[src/rtl/jtkonami_main_dec.sv]
// Main CPU address decoder for Konami boards: chip selects, banked ROM address,
// input/DIP read mux, and the write side (bank, coin counters, sound latch/IRQ, watchdog).
module jtkonami_main_dec #(
   parameter int unsigned BANKW     = 2,
   parameter int unsigned ROM_AW    = 17,
   parameter int unsigned BANK_BASE = 32'h10000,
   parameter int unsigned IRQ_LEN   = 8,
   parameter int unsigned WDOG_LEN  = 4096
)(
   input  logic              clk,
   input  logic              rst,
   input  logic              cpu_cen_i,
   input  logic [15:0]       a_i,
   input  logic              vma_i,
   input  logic              rnw_i,
   input  logic [7:0]        cpu_dout_i,
   output logic [7:0]        cpu_din_o,
   output logic [ROM_AW-1:0] rom_addr_o,
   output logic              rom_cs_o,
   input  logic [7:0]        rom_data_i,
   output logic              ram_cs_o,
   input  logic [7:0]        ram_dout_i,
   output logic              gfx_cs_o,
   input  logic [7:0]        gfx_dout_i,
   input  logic              pal_cs_i,
   input  logic [7:0]        pal_dout_i,
   input  logic [1:0]        start_button_i,
   input  logic [1:0]        coin_input_i,
   input  logic [6:0]        joystick1_i,
   input  logic [6:0]        joystick2_i,
   input  logic              service_i,
   input  logic [7:0]        dipsw_a_i,
   input  logic [7:0]        dipsw_b_i,
   input  logic [3:0]        dipsw_c_i,
   output logic [1:0]        coin_cnt_o,
   output logic [7:0]        snd_latch_o,
   output logic              snd_irq_o,
   input  logic              snd_ack_i,
   output logic              wdog_rst_o
);

   localparam int unsigned OFFW    = BANKW + 13;
   localparam int unsigned WDW     = (WDOG_LEN > 2) ? $clog2(WDOG_LEN) : 1;
   localparam int unsigned WD_LAST = (WDOG_LEN == 0) ? 0 : WDOG_LEN - 1;

   if (BANKW < 1 || BANKW > 4) begin : g_bad_bankw
      $error("BANKW must be in 1..4");
   end
   if (ROM_AW < 16 || ROM_AW < OFFW) begin : g_bad_rom_aw
      $error("ROM_AW must be >= 16 and >= BANKW+13");
   end
   if (IRQ_LEN < 1 || IRQ_LEN > 255) begin : g_bad_irq_len
      $error("IRQ_LEN must be in 1..255");
   end

   logic [BANKW-1:0] bank_q, bank_d;
   logic [1:0]       coin_q, coin_d;
   logic [7:0]       latch_q, latch_d;
   logic             pend_q, pend_d;
   logic             irq_q, irq_d;
   logic [7:0]       irq_cnt_q, irq_cnt_d;
   logic [WDW-1:0]   wd_cnt_q, wd_cnt_d;
   logic             wdog_q, wdog_d;
   logic [7:0]       port_in_q, port_in_d;

   logic             io_cs, io_sel, wr_en;
   logic [2:0]       fn;
   logic [OFFW-1:0]  bank_off;
   logic [31:0]      banked;

   assign fn       = a_i[4:2];
   assign io_cs    = vma_i && (a_i[15:10] == 6'd1);
   assign io_sel   = io_cs && (a_i[4:3] == 2'b00);
   assign wr_en    = cpu_cen_i && io_cs && !rnw_i;
   assign rom_cs_o = vma_i && rnw_i && (a_i[15:14] != 2'b00);
   assign ram_cs_o = (a_i[15:12] == 4'd3);
   assign gfx_cs_o = (a_i[15:12] < 4'd3) && !io_cs;

   // Banked window 0x4000-0x5FFF lands at BANK_BASE + bank*8K; above it the ROM is mapped flat
   assign bank_off   = {bank_q, a_i[12:0]};
   assign banked     = BANK_BASE + 32'(bank_off);
   assign rom_addr_o = (a_i[15:13] == 3'b010) ? ROM_AW'(banked) : ROM_AW'(a_i);

   function automatic logic [7:0] joy_byte(input logic [6:0] j);
      return {2'b11, j[5:4], j[2], j[3], j[0], j[1]};
   endfunction

   always_comb begin
      port_in_d = 8'hFF;
      if (io_cs && fn == 3'd0) begin
         case (a_i[1:0])
            2'd0:    port_in_d = {3'b111, start_button_i, service_i, coin_input_i};
            2'd1:    port_in_d = joy_byte(joystick1_i);
            2'd2:    port_in_d = joy_byte(joystick2_i);
            default: port_in_d = {pend_q, 2'b11, dipsw_c_i, joystick1_i[6]};
         endcase
      end else if (io_cs && fn == 3'd1) begin
         port_in_d = a_i[0] ? dipsw_a_i : dipsw_b_i;
      end
   end

   always_comb begin
      if (rom_cs_o)      cpu_din_o = rom_data_i;
      else if (ram_cs_o) cpu_din_o = ram_dout_i;
      else if (pal_cs_i) cpu_din_o = pal_dout_i;
      else if (io_sel)   cpu_din_o = port_in_q;
      else if (gfx_cs_o) cpu_din_o = gfx_dout_i;
      else               cpu_din_o = 8'hFF;
   end

   // Write side: later assignments take priority (trigger beats ack, latch write beats ack)
   always_comb begin
      bank_d    = bank_q;
      coin_d    = coin_q;
      latch_d   = latch_q;
      pend_d    = pend_q;
      irq_d     = irq_q;
      irq_cnt_d = irq_cnt_q;
      wd_cnt_d  = wd_cnt_q;
      wdog_d    = 1'b0;

      if (snd_ack_i) begin
         pend_d    = 1'b0;
         irq_d     = 1'b0;
         irq_cnt_d = 8'd0;
      end else if (cpu_cen_i && irq_cnt_q != 8'd0) begin
         irq_cnt_d = irq_cnt_q - 8'd1;
         if (irq_cnt_q == 8'd1) irq_d = 1'b0;
      end

      if (wr_en) begin
         case (fn)
            3'd2: coin_d = cpu_dout_i[1:0];
            3'd4: bank_d = cpu_dout_i[BANKW-1:0];
            3'd5: begin
               latch_d = cpu_dout_i;
               pend_d  = 1'b1;
            end
            3'd6: begin
               irq_d     = 1'b1;
               irq_cnt_d = 8'(IRQ_LEN);
            end
            default: ;
         endcase
      end

      if (WDOG_LEN != 0 && cpu_cen_i) begin
         if (wr_en && fn == 3'd7) begin
            wd_cnt_d = '0;
         end else if (wd_cnt_q == WDW'(WD_LAST)) begin
            wd_cnt_d = '0;
            wdog_d   = 1'b1;
         end else begin
            wd_cnt_d = wd_cnt_q + WDW'(1);
         end
      end
   end

   always_ff @(posedge clk) begin
      if (rst) begin
         bank_q    <= '0;
         coin_q    <= 2'd0;
         latch_q   <= 8'd0;
         pend_q    <= 1'b0;
         irq_q     <= 1'b0;
         irq_cnt_q <= 8'd0;
         wd_cnt_q  <= '0;
         wdog_q    <= 1'b0;
         port_in_q <= 8'hFF;
      end else begin
         bank_q    <= bank_d;
         coin_q    <= coin_d;
         latch_q   <= latch_d;
         pend_q    <= pend_d;
         irq_q     <= irq_d;
         irq_cnt_q <= irq_cnt_d;
         wd_cnt_q  <= wd_cnt_d;
         wdog_q    <= wdog_d;
         port_in_q <= port_in_d;
      end
   end

   assign coin_cnt_o  = coin_q;
   assign snd_latch_o = latch_q;
   assign snd_irq_o   = irq_q;
   assign wdog_rst_o  = wdog_q;

endmodule

[config.mk]
export PLATFORM = sky130hd
export DESIGN_NAME = jtkonami_main_dec
export DESIGN_NICKNAME = d
export VERILOG_FILES = /design/src/rtl/jtkonami_main_dec.sv
export SDC_FILE = /design/constraint.sdc
export NUM_CORES = 1
export LEC_CHECK = 0
export CORE_MARGIN = 2
export CORE_UTILIZATION = 31
export CTS_BUF_LIST = sky130_fd_sc_hd__clkbuf_2 sky130_fd_sc_hd__clkbuf_4 sky130_fd_sc_hd__clkbuf_8
export CTS_CLUSTER_DIAMETER = 100
export DETAILED_ROUTE_END_ITERATION = 16
export DONT_BUFFER_PORTS = 1
export HOLD_SLACK_MARGIN = 0.02
export PLACE_DENSITY = 0.43
export REMOVE_ABC_BUFFERS = 1
export SETUP_SLACK_MARGIN = 0.3
export SLEW_MARGIN = 25
export SYNTH_ARGS = -nofsm -noshare
export SYNTH_HDL_FRONTEND = slang
export SYNTH_SLANG_ARGS = --single-unit
[constraint.sdc]
create_clock -name clk -period 5.1 [get_ports clk]
set_input_delay 0.765 -clock clk [delete_from_list [all_inputs] [get_ports clk]]
set_output_delay 0.765 -clock clk [all_outputs]
set_load 0.05 [all_outputs]
Word-level counts from Yosys, hierarchy flattened:

Cells that the tools add are included.

* register bits after elaboration: 43
* logic and storage cells: 74

* $add $sub $neg: 3
* magnitude comparators: 1
* equality and inequality tests: 13
* multiplexer cells: 25
* bitwise operators: 1
* reduce and logical (&&, ||, !) cells: 22

Operators with widths (count)
* 2-to-1 mux 8 bit: 12
* 2-to-1 mux 12 bit: 2
* case mux 8 bit (3 select lines): 1
* adder 17 x 15 -> 17 bit, first input constant: 1
* 2-to-1 mux 17 bit: 1
* adder 12 x 1 -> 12 bit, second input constant: 1
* == test 12 bit, second input constant: 1
* == test 3 bit, second input constant: 4
* logical AND 1 bit: 11
* 2-to-1 mux 1 bit: 9
* == test 8 x 1 -> 1 bit, second input constant: 1
* nonzero test 8 bit: 1
* subtractor 8 x 1 -> 8 bit, second input constant: 1
* == test 3 x 2 -> 1 bit, second input constant: 2
* == test 6 x 1 -> 1 bit, second input constant: 1
* AND reduction 2 bit: 3
* == test 4 x 2 -> 1 bit, second input constant: 1
* logical NOT 2 bit: 2
* less-than comparator 4 x 2 -> 1 bit, second input constant: 1
* == test 3 x 1 -> 1 bit, second input constant: 1
* logical NOT 3 bit: 1
* OR reduction 3 bit: 1
* == test 2 x 1 -> 1 bit, second input constant: 1
* == test 2 bit, second input constant: 1
* 3 further kinds: 4

Depth between registers and ports, before layout:

Gate-level depths: netlist (run 1).

* depth after elaboration: 9
* gate-level depth with buffers: 7

Worst setup path before layout (run 1):

Ideal clock, no wire load.

* path type: input-to-output
* start: input port a_i[15]
* end: output port cpu_din_o[0]
* arrival time: 2554 ps
* required time: 4335 ps
* setup slack: 1781 ps
* stages: 6
* path buffers: 0
* path through: nor2_1 nand3_1 clkinv_1 nor3_4 o221ai_1 o211ai_1

* elaborated cells on any way between the ends: 14
* classes of those cells: 1 x order compare; 2 x eq/ne; 5 x mux; 6 x reduce/logical

RTL lines
* start: declaration: line 13 `input logic [15:0] a_i,`
* == test 4 x 2 -> 1 bit: line 76 `assign ram_cs_o = (a_i[15:12] == 4'd3);`
* named net ram_cs_o: line 21 `output logic ram_cs_o,`
* 2-to-1 mux 8 bit: line 104 `else if (ram_cs_o) cpu_din_o = ram_dout_i;`
* 2-to-1 mux 8 bit: line 103 `if (rom_cs_o) cpu_din_o = rom_data_i;`
* end: declaration: line 17 `output logic [7:0] cpu_din_o,`

The timed path passes the listed nets, and every way through them passes these cells.

Final worst setup path (run 1):

Same ends and word-level chain as after synthesis.

==> results.toml, run 1 <==
[run_status]
status = "finished, final reports clean"

[setup_path]
cp.required_ps = 4340
cp_max_fo = 10
end_kind = "primary output"
worstReg2RegStart = "irq_cnt_q[0]"
cp-start-kind = "input pin"
worstSetupPathType = "input pin to primary output"
crit_arrival_ps = 3120
crit_start = "a_i[15]"

[grt]
grt_max_degree = 29
track_usage_pct = 13.8
grt_pass1_wl_microns = 10600
overflow = 0
grt_pass1_vias = 2093
antenna_found_initial = 0

[timing]
period_share_pct = 76.2
maxSlewViolCount = 0
setup_viol = 0
hold_viol = 0
slew_headroom_pct = 29.8
fin_skew_ps = 10.5
finalSetupTns_ps = 0
max_freq_mhz = 257
rsz0062_at_grt = "no"
tightest_slew_ps = 1050
fin_crit_ps = 3890

[logic_synthesis]
synth-edff-count = 0
ys_seq_area_share_pct = 32.2
synth_cells = 309
ys_warn_count = 0
syn_avg_cell_area_sq_um = 8.64
ys_async_sr_fraction_pct = 0
synth_area_sq_um = 2670
synth-seq-cells = 43
synthDistinctLibCells = 55
yosys_most_used_dff = "dfxtp_1"

[run]
cap_violations = 0

[place]
place_congestion = 0.769
io_buffers = 0
post-dp-hpwl_microns = 5200

[floorplan]
dieHeight_microns = 96.8
start_util_pct = 32.2
io_pins = 142
dieArea_sq_um = 9370
fp.coreArea_sq_um = 8300
die_x_microns = 96.8
rows = 33

[detailed_routing]
drt_first_pass_iters = 4
drtIter0Drc = 73
wl_per_cell_microns = 16.5
vias_per_cell = 5.42
drcViolationCount = 0
via_count = 2166
drt-total-wl_microns = 6610
ant_nets = 0

[clock_tree]
clk_latency_ps = 300
cts_setup_buffers = 0
cts.hold.buffers_added = 0
cts_sinks = 43
h-tree-depth = 2
ctsResizeCount = 0
cts_tree = "built"
cts_buffer_depth = 2
clock_tree.root_cell = "clkbuf_8"
cts_buffers = 5
path_clk_slew_ps = 90

[cells_and_area]
antennaDiodeCount = 0
n_fill_cell = 889
fin_nets = 400
drive_gt1_share_pct = 12.5
area_growth_pct = 3.80

[power]
ir_worst_vdd_mv = 0.131
power_uw = 989
p_leak_uw = 0.00103
powerDensity_nw_per_um2 = 357

[worst_hold_path]
hold_start = "pend_q"
hold_class = "flip-flop to flip-flop"
sequential cells by signal (all words and copies together), names as in the netlist:
signal and count:
snd_irq_o 1, wdog_rst_o 1, irq_cnt_q 8, port_in_q 8
bank_q 2, coin_cnt_o 2, snd_latch_o 8, pend_q 1
wd_cnt_q 12
cell families after synthesis:
group / share of synthesized area, %
AO/OA/AOI/OAI: 14.6
flip-flops: 32.2
XOR/XNOR: 2.95
adder cells (fa/ha/maj): 1.87
multiplexers: 11.7
buffers and inverters: 8.06
AND/OR/NAND/NOR: 28.5
Yosys cell counts (2+ instances only):
cell type | n | area [sq um]
nor3_4 | 2 | 32.5
nand4b_1 | 2 | 17.5
nand2_2 | 3 | 18.8
inv_1 | 10 | 37.5
a21oi_1 | 19 | 95.1
or4_1 | 2 | 15.0
buf_2 | 4 | 20.0
and3_1 | 8 | 50.1
clkbuf_1 | 5 | 18.8
xnor2_1 | 3 | 26.3
nand3b_1 | 2 | 15.0
mux4_2 | 5 | 113
dfxtp_1 | 43 | 861
o211ai_1 | 9 | 67.6
nor2_1 | 29 | 109
o21ai_0 | 11 | 55.1
nor4_4 | 2 | 42.5
ha_1 | 4 | 50.1
buf_4 | 16 | 120
nand3_1 | 10 | 50.1
nand2b_1 | 4 | 25.0
nand4_1 | 3 | 18.8
or3_1 | 5 | 31.3
nand2_1 | 36 | 135
nor3_1 | 8 | 40.0
mux2i_1 | 20 | 200
nor3b_1 | 4 | 30.0
xor2_1 | 6 | 52.6
and4b_1 | 2 | 20.0
o221ai_1 | 7 | 61.3
area by class of cell:
class / count / area (sq um) / share of cell area, %
sequential: 43 / 861 / 31.1
clock buffer: 5 / 68.8 / 2.48
multi-input combinational: 228 / 1610 / 58.0
inverter: 11 / 41.3 / 1.49
clock inverter: 3 / 25.0 / 0.903
tap: 105 / 131 / 4.74
timing repair buffer: 5 / 37.5 / 1.35
metrics by stage:
step                      utilization [%]  setup WS [ps]  instance area, sq um  std cells  hold WS, ps
after floorplan                         -           1330                  2500        282          438
after global placement               32.2           1230                  2670        392          449
after detailed placement             32.3           1210                  2680        392          453
after CTS                            33.4           1200                  2770        400          469
after global routing                 33.4           1050                  2770        400          490
final                                33.4           1210                  2770        400          465
where the power goes:
part | total, uW | leakage, uW | switching, uW | internal (uW)
Clock | 226 | 0.0000443 | 128 | 98.0
Sequential | 398 | 0.000347 | 33.4 | 365
Combinational | 365 | 0.000637 | 198 | 166
Total | 989 | 0.00103 | 360 | 629
final timing paths:
| kind | to | cells past startpoint | slack (ps) |
|---|---|---|---|
| max | cpu_din_o[0] | 6 | 1210 |
| max reg2reg | irq_cnt_q[5] | 7 | 3250 |
| min | pend_q | 2 | 460 |
| min reg2reg | pend_q | 2 | 460 |
worst max-delay path, cell delays in order:
cell and delay, ps:
nor2_1 110, nand3_1 330, clkinv_1 650, nor3_4 480, o221ai_1 250, o211ai_1 530
layer usage:
layer,GRT usage [%],share of wire [%]
met3,5.49,8.2
met5,0,0
met2,22.1,46
met4,3.47,0.95
met1,17.3,44
cells in the final DEF, fill, tap and decap left out, types with 4 or more instances in the layout:
cell type   n
dfxtp_1    43
nand2_1    36
nor2_1     28
mux2i_1    20
a21oi_1    19
o21ai_0    11
nand3_1    10
inv_1      10
o211ai_1    9
and3_1      8
nor3_1      8
o221ai_1    7
xor2_1      6
or3_1       5
mux4_2      5
clkbuf_8    5
buf_4       5
nand2b_1    4
ha_1        4
No activity file was read; power rests on OpenSTA's default activity.
==> run 2: changes to the inputs <==
--- a/config.mk
+++ b/config.mk
@@ -12,7 +12,7 @@
 export DETAILED_ROUTE_END_ITERATION = 16
 export DONT_BUFFER_PORTS = 1
 export HOLD_SLACK_MARGIN = 0.02
-export PLACE_DENSITY = 0.43
+export PLACE_DENSITY = 0.44
 export REMOVE_ABC_BUFFERS = 1
 export SETUP_SLACK_MARGIN = 0.3
 export SLEW_MARGIN = 25
==> constraint.sdc (replaced) <==
create_clock -name clk -period 3.3 [get_ports clk]
set_input_delay 0.495 -clock clk [delete_from_list [all_inputs] [get_ports clk]]
set_output_delay 0.495 -clock clk [all_outputs]
set_load 0.05 [all_outputs]
==> run 2 against run 1 <==
Net effect: global-route usage up 0.23 points; cell count rose by 1.5%; clock skew fell by 1.8 ps; largest cell class unchanged.
==> results.toml, run 2 (synthesized netlist as in run 1, its figures left out) <==
[run_status]
status = "finished, final reports clean"

[setup_path]
worstSetupPathType = "input pin to primary output"
end_kind = "primary output"
crit_arrival_ps = 2290
cp.required_ps = 2800
r2r_cells = 7
cp-start-kind = "input pin"
cp_max_fo = 10

[clock_tree]
cts_buffers = 5
cts_buffer_depth = 2
ctsResizeCount = 0
h-tree-depth = 2
cts.hold.buffers_added = 0
cts_setup_buffers = 0
cts_tree = "built"
clk_latency_ps = 300
path_clk_slew_ps = 90
clock_tree.root_cell = "clkbuf_8"
cts_sinks = 43

[cells_and_area]
final_cell_mix = "dfxtp_1, nand2_1, nor2_1"
multi_input_area_sq_um = 1600
drive_gt1_share_pct = 14.3
top_register = "wd_cnt_q"
n_fill_cell = 861
antennaDiodeCount = 0
regArea_sq_um = 861
final_common_cell = "dfxtp_1"
fin_nets = 406
area_growth_pct = 6.09
largest_reg_flops = 12
fin_util_pct = 34.1

[place]
post-dp-hpwl_microns = 5170
place_congestion = 0.788
io_buffers = 0

[grt]
grt_pass1_vias = 2112
antenna_found_initial = 0
grt_pass1_wl_microns = 10800
track_usage_pct = 14.0
overflow = 0
grt_max_degree = 29

[detailed_routing]
via_count = 2145
drt-total-wl_microns = 6540
vias_per_cell = 5.28
drt_first_pass_iters = 4
drtIter0Drc = 88
wl_per_cell_microns = 16.1
drcViolationCount = 0
ant_nets = 0

[floorplan]
start_util_pct = 32.2
io_pins = 142
rows = 33
dieArea_sq_um = 9370
dieHeight_microns = 96.8
die_x_microns = 96.8
fp.coreArea_sq_um = 8300

[timing]
maxSlewViolCount = 0
finalSetupTns_ps = 0
tightest_slew_ps = 820
rsz0062_at_grt = "no"
fin_skew_ps = 8.71
hold_viol = 0
period_share_pct = 84.3
max_freq_mhz = 360
fin_crit_ps = 2780
setup_viol = 0
slew_headroom_pct = 45.1

[power]
ir_worst_vdd_mv = 0.264
powerDensity_nw_per_um2 = 567
p_leak_uw = 0.00107

[run]
cap_violations = 0

[worst_hold_path]
whs_path_depth = 1
hold_class = "input pin to flip-flop"
run 2: cell count changes in the layout (fill, tap and decap cells not counted):
cell	delta
inv_6	+1
nor2_2	+1
buf_4	+6
bufinv_16	+1
nor2_4	-1
clkinv_4	-2
run 2: critical path, cell delays in order:
cell and delay, ps:
nor2_1 20, buf_4 150, nand3_1 290, clkinv_1 380, nor3_4 330, o221ai_1 230, o211ai_1 150, buf_4 230
run 2: path summary, 6_finish.rpt:
path	start	endpoint	slack [ps]
min	rst	wd_cnt_q[8]	260
max	a_i[15]	cpu_din_o[0]	520
max reg2reg	irq_cnt_q[0]	irq_cnt_q[5]	1440
min reg2reg	pend_q	pend_q	480
run 2: per-layer routing:
layer,part of all wire [%],up-vias,track usage (%)
met5,0,-,0
met4,1.2,0,3.68
met3,8.1,6,4.48
met2,44,104,21.9
met1,47,950,18.7
li1,-,1085,-
run 2: final cells by class:
cell class | count | share of cell area [%]
multi-input combinational | 228 | 56.5
sequential | 43 | 30.4
tap | 105 | 4.64
timing repair buffer | 11 | 2.92
clock buffer | 5 | 2.43
clock inverter | 3 | 1.63
inverter | 11 | 1.46
run 2: power breakdown:
group / leakage (uW) / switching (uW) / internal (uW) / total [uW]
clock: 0.0000548 / 194 / 228 / 422
sequential: 0.000347 / 51.4 / 564 / 615
combinational: 0.000666 / 306 / 264 / 570
run 2: per-stage QoR:
stage / cells / power [uW] / cell area (sq um) / hold slack (ps) / setup WS (ps)
2_1_floorplan: 282 / 1100 / 2500 / 438 / 67.5
3_3_place_gp: 398 / 1200 / 2720 / 451 / 547
3_5_place_dp: 398 / 1200 / 2720 / 467 / 522
4_1_cts: 406 / 1630 / 2830 / 244 / 518
5_1_grt: 406 / 1750 / 2830 / 240 / 379
6_report: 406 / 1610 / 2830 / 264 / 520
